`src/rtl/pwm_dac_if.sv`:
```
`default_nettype none
// ----------------------------------------------------------------------------
// pwm_dac_if : sample request/return channel between an NCO and pwm_dac.
// Revision   : 1.0  initial release
// ----------------------------------------------------------------------------
interface pwm_dac_if #(
  parameter int CODE_WIDTH = 10
);
  logic [CODE_WIDTH-1:0] code;
  logic                  next_sample;

  // master: the sample consumer that issues requests
  modport master (output next_sample, input code);
  // slave: the sample producer that answers one cycle after a request
  modport slave  (input next_sample, output code);
endinterface
`default_nettype wire

```
`src/rtl/pwm_dac.sv`:
```
`default_nettype none
// ----------------------------------------------------------------------------
// pwm_dac : one-bit PWM DAC, fetches one code per window via pwm_dac_if.
// Revision: 1.0  initial release
// ----------------------------------------------------------------------------
module pwm_dac #(
  parameter int CODE_WIDTH        = 10,
  parameter int CYCLES_PER_WINDOW = 1024
) (
  input  wire logic                                 clk,
  input  wire logic                                 rst_n,
  input  wire logic                                 en,
  pwm_dac_if.master                                 bus,
  output logic                                      pwm,
  output logic                                      window_start,
  output logic [$clog2(CYCLES_PER_WINDOW):0]        duty
);

  localparam int CNT_W  = $clog2(CYCLES_PER_WINDOW);
  localparam int DUTY_W = CNT_W + 1;
  localparam int CMP_W  = (CODE_WIDTH > DUTY_W) ? CODE_WIDTH : DUTY_W;

  localparam logic [CNT_W-1:0]  CNT_LAST = CNT_W'(CYCLES_PER_WINDOW - 1);
  localparam logic [CNT_W-1:0]  CNT_REQ  = CNT_W'(CYCLES_PER_WINDOW - 2);
  localparam logic [CMP_W-1:0]  CMP_FULL = CMP_W'(CYCLES_PER_WINDOW);
  localparam logic [DUTY_W-1:0] DUTY_MAX = DUTY_W'(CYCLES_PER_WINDOW);

  logic [CNT_W-1:0]      cnt_q,         cnt_d;
  logic [DUTY_W-1:0]     duty_q,        duty_d;
  logic                  next_sample_q, next_sample_d;
  logic                  en_q,          en_d;

  logic [CODE_WIDTH-1:0] code_s;
  logic [CMP_W-1:0]      code_wide;
  logic [DUTY_W-1:0]     code_clamped;

  assign code_s    = bus.code;
  assign code_wide = CMP_W'(code_s);

  // Codes at or above the window length saturate to a fully-high window.
  always_comb begin
    code_clamped = DUTY_W'(code_wide);
    if (code_wide >= CMP_FULL) begin
      code_clamped = DUTY_MAX;
    end
  end

  always_comb begin
    cnt_d         = cnt_q;
    duty_d        = duty_q;
    next_sample_d = 1'b0;
    en_d          = en;
    if (en) begin
      if (cnt_q == CNT_LAST) begin
        cnt_d  = '0;
        duty_d = code_clamped;
      end else begin
        cnt_d  = cnt_q + CNT_W'(1);
      end
      next_sample_d = (cnt_d == CNT_REQ);
    end else begin
      cnt_d = '0;
    end
  end

  always_ff @(posedge clk) begin
    if (!rst_n) begin
      cnt_q         <= '0;
      duty_q        <= '0;
      next_sample_q <= 1'b0;
      en_q          <= 1'b0;
    end else begin
      cnt_q         <= cnt_d;
      duty_q        <= duty_d;
      next_sample_q <= next_sample_d;
      en_q          <= en_d;
    end
  end

  assign bus.next_sample = next_sample_q;
  assign pwm             = en_q && ({1'b0, cnt_q} < duty_q);
  // Masked while reset is applied so no spurious window marker leaks out.
  assign window_start    = rst_n && en && (cnt_q == '0);
  assign duty            = duty_q;

endmodule
`default_nettype wire

```
`src/flat_wrapper.sv`:
```
// flat-port wrapper written by rule: the top's interface ports become plain ports
module pwm_dac_flat 
#(
  parameter int CODE_WIDTH        = 10,
  parameter int CYCLES_PER_WINDOW = 1024
)
  (clk, rst_n, en, pwm, window_start, duty, bus_next_sample, bus_code);
  pwm_dac_if #(.CODE_WIDTH(CODE_WIDTH)) bus_i ();
  input  wire logic clk;
  input  wire logic rst_n;
  input  wire logic en;
  output logic pwm;
  output logic window_start;
  output logic [$clog2(CYCLES_PER_WINDOW):0] duty;
  output wire logic [$bits(bus_i.next_sample)-1:0] bus_next_sample;
  input wire logic [$bits(bus_i.code)-1:0] bus_code;
  assign bus_next_sample = bus_i.next_sample;
  assign bus_i.code = bus_code;
  pwm_dac #(.CODE_WIDTH(CODE_WIDTH), .CYCLES_PER_WINDOW(CYCLES_PER_WINDOW)) u_core (.clk(clk), .rst_n(rst_n), .en(en), .bus(bus_i), .pwm(pwm), .window_start(window_start), .duty(duty));
endmodule
```
`config.mk`:
```
export PLATFORM = sky130hd
export DESIGN_NAME = pwm_dac_flat
export DESIGN_NICKNAME = d
export VERILOG_FILES = /design/src/rtl/pwm_dac_if.sv /design/src/rtl/pwm_dac.sv /design/src/flat_wrapper.sv
export SDC_FILE = /design/constraint.sdc
export NUM_CORES = 1
export LEC_CHECK = 0
export CORE_MARGIN = 2
export CORE_UTILIZATION = 40
export DETAILED_ROUTE_END_ITERATION = 8
export PLACE_DENSITY = 0.65
export SLEW_MARGIN = 15
export SYNTH_ARGS = -nofsm -noshare
export SYNTH_HDL_FRONTEND = slang
export SYNTH_SLANG_ARGS = --single-unit
export TNS_END_PERCENT = 5
```
`constraint.sdc`:
```
create_clock -name clk -period 4.15 [get_ports clk]
set_input_delay 0.415 -clock clk [delete_from_list [all_inputs] [get_ports clk]]
set_output_delay 0.415 -clock clk [all_outputs]
set_load 0.02 [all_outputs]
```
# Yosys cells after proc, flatten, opt, wreduce, memory -nomap -nowiden

Index checks and enable logic that the tools add are counted.

Bits in registers: 23
Input port bits: 13
Output and inout bits: 14
Word-level logic and storage cells: 18

Add/subtract/negate cells: 1
Order comparisons: 2
Eq/ne operators: 2
Mux-type cells: 3
Reduce and logical (&&, ||, !) cells: 6

Operators with widths:

| cell                                                                    | number |
|---|---|
| 10-bit == test, second input constant                                   | 2 |
| 10-bit 2-to-1 mux                                                       | 2 |
| 10-bit by 11-bit >= comparator with 1-bit output, second input constant | 1 |
| 10-bit by 11-bit less-than comparator with 1-bit output                 | 1 |
| 11-bit 2-to-1 mux                                                       | 1 |
| 10-bit by 1-bit adder with 10-bit output, second input constant         | 1 |
| 10-bit logical NOT                                                      | 1 |
| 2-bit AND reduction                                                     | 2 |
| 1-bit logical AND                                                       | 3 |

# Logic depth before layout (Yosys ltp)

Depth after elaboration: 4
Mapped depth: 7
Gate-level depth less buffers: 7

# Worst setup path after synthesis

No wires, ideal clock.

Path kind: flip-flop to output port
Start: register u_core.duty_q[4] (netlist: u_core.duty[4])
End: output pwm
Arrival: 1.745 ns
Required time: 3.735 ns
Setup slack: 1.990 ns
Cell stages (with the launch flop): 8
Buffers on the path: 0
Cells stage by stage: dfxtp_1 > inv_1 > ha_1 > a21o_1 > a21o_1 > a21oi_1 > o21ai_1 > a41oi_1

Longest elaborated chain between the ends: 2

Ends and longest elaborated chain:

| item                                                    | line               | text |
|---|---|---|
| from (decl)                                             | pwm_dac.sv:29      | `logic [DUTY_W-1:0] duty_q, duty_d;` |
| from (signal assigned)                                  | pwm_dac.sv:74      | `duty_q <= duty_d;` |
| 10-bit by 11-bit less-than comparator with 1-bit output | pwm_dac.sv:81      | `assign pwm = en_q && ({1'b0, cnt_q} < duty_q);` |
| 1-bit logical AND                                       | pwm_dac.sv:81      |  |
| to (decl)                                               | flat_wrapper.sv:12 | `output logic pwm;` |

No other way between the ends.

# Worst setup path after layout

Start: register u_core.cnt_q[4]
End: output pwm

Longest elaborated chain between the ends: 2

Ends and longest elaborated chain:

| item                                                    | line          | text |
|---|---|---|
| from (decl)                                             | pwm_dac.sv:28 | `logic [CNT_W-1:0] cnt_q, cnt_d;` |
| from (signal assigned)                                  | pwm_dac.sv:73 | `cnt_q <= cnt_d;` |
| 10-bit by 11-bit less-than comparator with 1-bit output | pwm_dac.sv:81 |  |
| 1-bit logical AND                                       | pwm_dac.sv:81 |  |

No other way between the ends.

==> impl_results.md <==
- Cell row count: 19
- Design Area, Final: 1510 um^2
- Routed vias/inst: 5.05
- Diode count: 0
- I/O Buffers: 25
- Wire length per cell: 12.1 um
- Pwr dens: 238 nW/um^2
- CP Launch Type: flop
- Clk Latency, worst-skew pair: 0.31 ns
- Reg power frac: 59.9%
- Tcrit/Tclk final: 70.1%
- Final #Nets: 191
- Data required, critical path: 3.73 ns
- Clock Power Share: 33.2%
- Placed Cells: 192
- Max stage delay cell, worst path: clkdlybuf4s50_1
- Mapped Cells: 140
- CTS H-tree lvls: 1
- Max Fclk: 0.344 GHz
- Synth top area share: 36.5%
- Class of the worst hold path: reg -> reg
- CTS tree: done
- CTS clk-pin slew, worst paths: 0.13 ns
- FF-to-FF End: u_core.duty[0]$_SDFFE_PN0P_
- Flop2flop setup slack: 2.38 ns
- Max_cap viols: 0
- DP Wirelength: 1840 um
- Synth area leader: dfxtp_1
- Psw: 76.7 uW
- Critical path class: reg -> out
- Largest net degree at the start of global routing: 13
- Wl on met1: 1140 um
- Routed wl met2: 1100 um
- Switch share: 21.4%
- CTS Hold Bufs: 0
- Post_cts resized: 0
- Gr ovfl total: 0
- Reg-to-Reg Start: u_core.cnt_q[0]$_SDFF_PN0_
- IO Count: 27
- Layout cell share with drive strength beyond 1: 6.06%
- Peak supply drop: 131 uV
- Setup TNS: 0 ns
- Hold Path Sink: u_core.duty[1]$_SDFFE_PN0P_
- Top cell by count, worst path: a21o_1
- R2R cell count: 6
- Status: finished clean
- Lkg Pwr: 0.573 nW
- Worst hold start: u_core.duty[1]$_SDFFE_PN0P_
- DRT Pass-1 Iters: 4
- Root buffer cell: clkbuf_4
- Register area share after synthesis: 36.5%
- Fin util: 53.7%
- Tot GR Track Use: 16.3%
- Maximum clock insertion buffer count: 2
- Critical Path End Type: output pin
- Post-CTS Setup Bufs: 0
- Fin. Hold Viols: 0
- Met3 wire length: 102 um
- Synthesized flop and latch total: 22
- Core footprint: 2810 um^2
- Final slew viol count: 0
- Worst path max stage delay: 0.63 ns
- Layout Cells excl Fill: 196
- Final setup skew: 0.00612 ns
- Cell variety after synth: 35
- Max layer used: met4
- Via count: 990
- Die X: 58.9 um
- Initial Util: 43.0%
- Fill count: 268
- First-pass GRT wire length: 4330 um
- Detailed Route Iter0 Violations: 31
- Synthesis warning total: 0
- Dpl cell area: 1470 um^2
- Placer Congestion: 0.853
- Number of global-route vias before repair: 983
- Die area: 3470 um^2
- Fin crit period: 2.91 ns
- Gate power share: 6.9%
- Die Y-Extent: 58.9 um
- Total wire length: 2360 um
- Total CTS buffers: 3
- DRC Markers: 0
- Power Internal: 281 uW
- RSZ-0062 raised after global routing: no
- Hold Path Cell Cnt: 2
- Mapped Avg Cell Area: 8.62 um^2
- Cell Chain, Critical Path: ha_1 -> a21o_1 -> a21o_1 -> a21oi_1 -> o21ai_1 -> a41oi_1 -> clkdlybuf4s50_1
- Routed Antenna Nets: 0
- Area Overhead vs Synth: 24.8%
- Syn_nets: 165
- Crit path DAT: 2.49 ns
- Final setup vio count: 0
- Initial antenna violation count: 0
- Post-Syn Area: 1210 um^2
- Sink Count: 22
- Top cells by area, synth: dfxtp_1, ha_1, nand2_1, a21boi_1, inv_1
- Critical Path Fanout Max: 5
[worst max-delay path: cells and delay by family, from the launching register on]
family	cells	cell delay [ns]
AO/OA/AOI/OAI	5	0.78
adder cells (fa/ha/maj)	1	0.30
buffers and inverters	1	0.63
flip-flops	1	0.48
[cell families (layout without fill, tap and decap cells)]
kind of cell | after synthesis | in the layout | share of synthesized area (%)
buf+inv | 17 | 42 | 6.22
simple gates | 59 | 59 | 26.7
compound gates | 22 | 22 | 12.7
flops | 22 | 22 | 36.5
fa+ha+maj | 12 | 12 | 12.4
other cells | 1 | 1 | 0.311
xor+xnor | 7 | 7 | 5.08
[power groups by stage]
stage	clock network [mW]	logic, mW	registers (mW)
floorplan	0	0.0102	0.219
global placement	0	0.0247	0.219
detailed placement	0	0.0249	0.219
CTS	0.123	0.0251	0.214
global route	0.136	0.0271	0.215
finish	0.119	0.0248	0.214
[area by class of cell]
cell class	count	area [um^2]	area share, %
inverters	13	48.8	3.24
clock buffers	4	36.3	2.41
flip-flops and latches	22	440	29.2
multi-input cells	101	692	45.9
repair buffers	25	250	16.6
well taps	31	38.8	2.57
[worst max path at each step]
stage	startpoint	end	depth (start not counted)	slack (ns)
CTS	rst_n	window_start	6	1.23
floorplan	u_core.duty[4]$_SDFFE_PN0P_	pwm	7	1.99
finish	u_core.cnt_q[4]$_SDFF_PN0_	pwm	7	1.24
detailed placement	rst_n	window_start	6	1.25
global placement	rst_n	window_start	6	1.30
global route	u_core.cnt_q[4]$_SDFF_PN0_	pwm	7	1.07
[cells in the final DEF (no fill, tap or decap), drive strengths merged, types with 3 or more instances in the layout]
| cell | Yosys | routed |
|---|---|---|
| dfxtp | 22 | 22 |
| nand2b | 3 | 3 |
| nand2 | 29 | 29 |
| nor2 | 7 | 7 |
| a21o | 4 | 4 |
| nand3 | 3 | 3 |
| xnor2 | 5 | 5 |
| inv | 13 | 13 |
| clkdlybuf4s50 | 0 | 25 |
| and4 | 3 | 3 |
| a21boi | 10 | 10 |
| a21oi | 4 | 4 |
| clkbuf | 1 | 4 |
| ha | 12 | 12 |
[through the flow]
stage / hold WS, ns / setup slack [ns] / total power [mW]
finish: 0.478 / 1.24 / 0.358
detailed placement: 0.463 / 1.25 / 0.244
floorplan: 0.471 / 1.99 / 0.229
CTS: 0.482 / 1.23 / 0.363
global route: 0.506 / 1.07 / 0.378
global placement: 0.455 / 1.30 / 0.244
[sequential cells by signal, indices dropped and copies added (netlist names)]
name	flops
u_core.bus.next_sample	1
u_core.cnt_q	10
u_core.duty	10
u_core.en_q	1
[cells in the mapped netlist, drive strengths merged]
cell,n
nor2b,2
a21o,4
o21ai,1
clkbuf,1
nand2,29
a21oi,4
buf,3
dfxtp,22
or2,1
a21boi,10
nor2,7
a41oi,1
xor2,2
nand3,3
o22a,1
and2,1
conb,1
and3,2
nand4b,1
nor3,2
nor4,2
a31oi,1
and4,3
nand2b,3
nand3b,1
xnor2,5
nand4,2
ha,12
inv,13
[layer usage]
layer | global-route usage, % | up-vias
met5 | 0 | -
met4 | 5.84 | 0
met3 | 2.86 | 2
met2 | 26.7 | 22
met1 | 21.5 | 452
li1 | - | 514
Power figures use the tool's default switching activity.
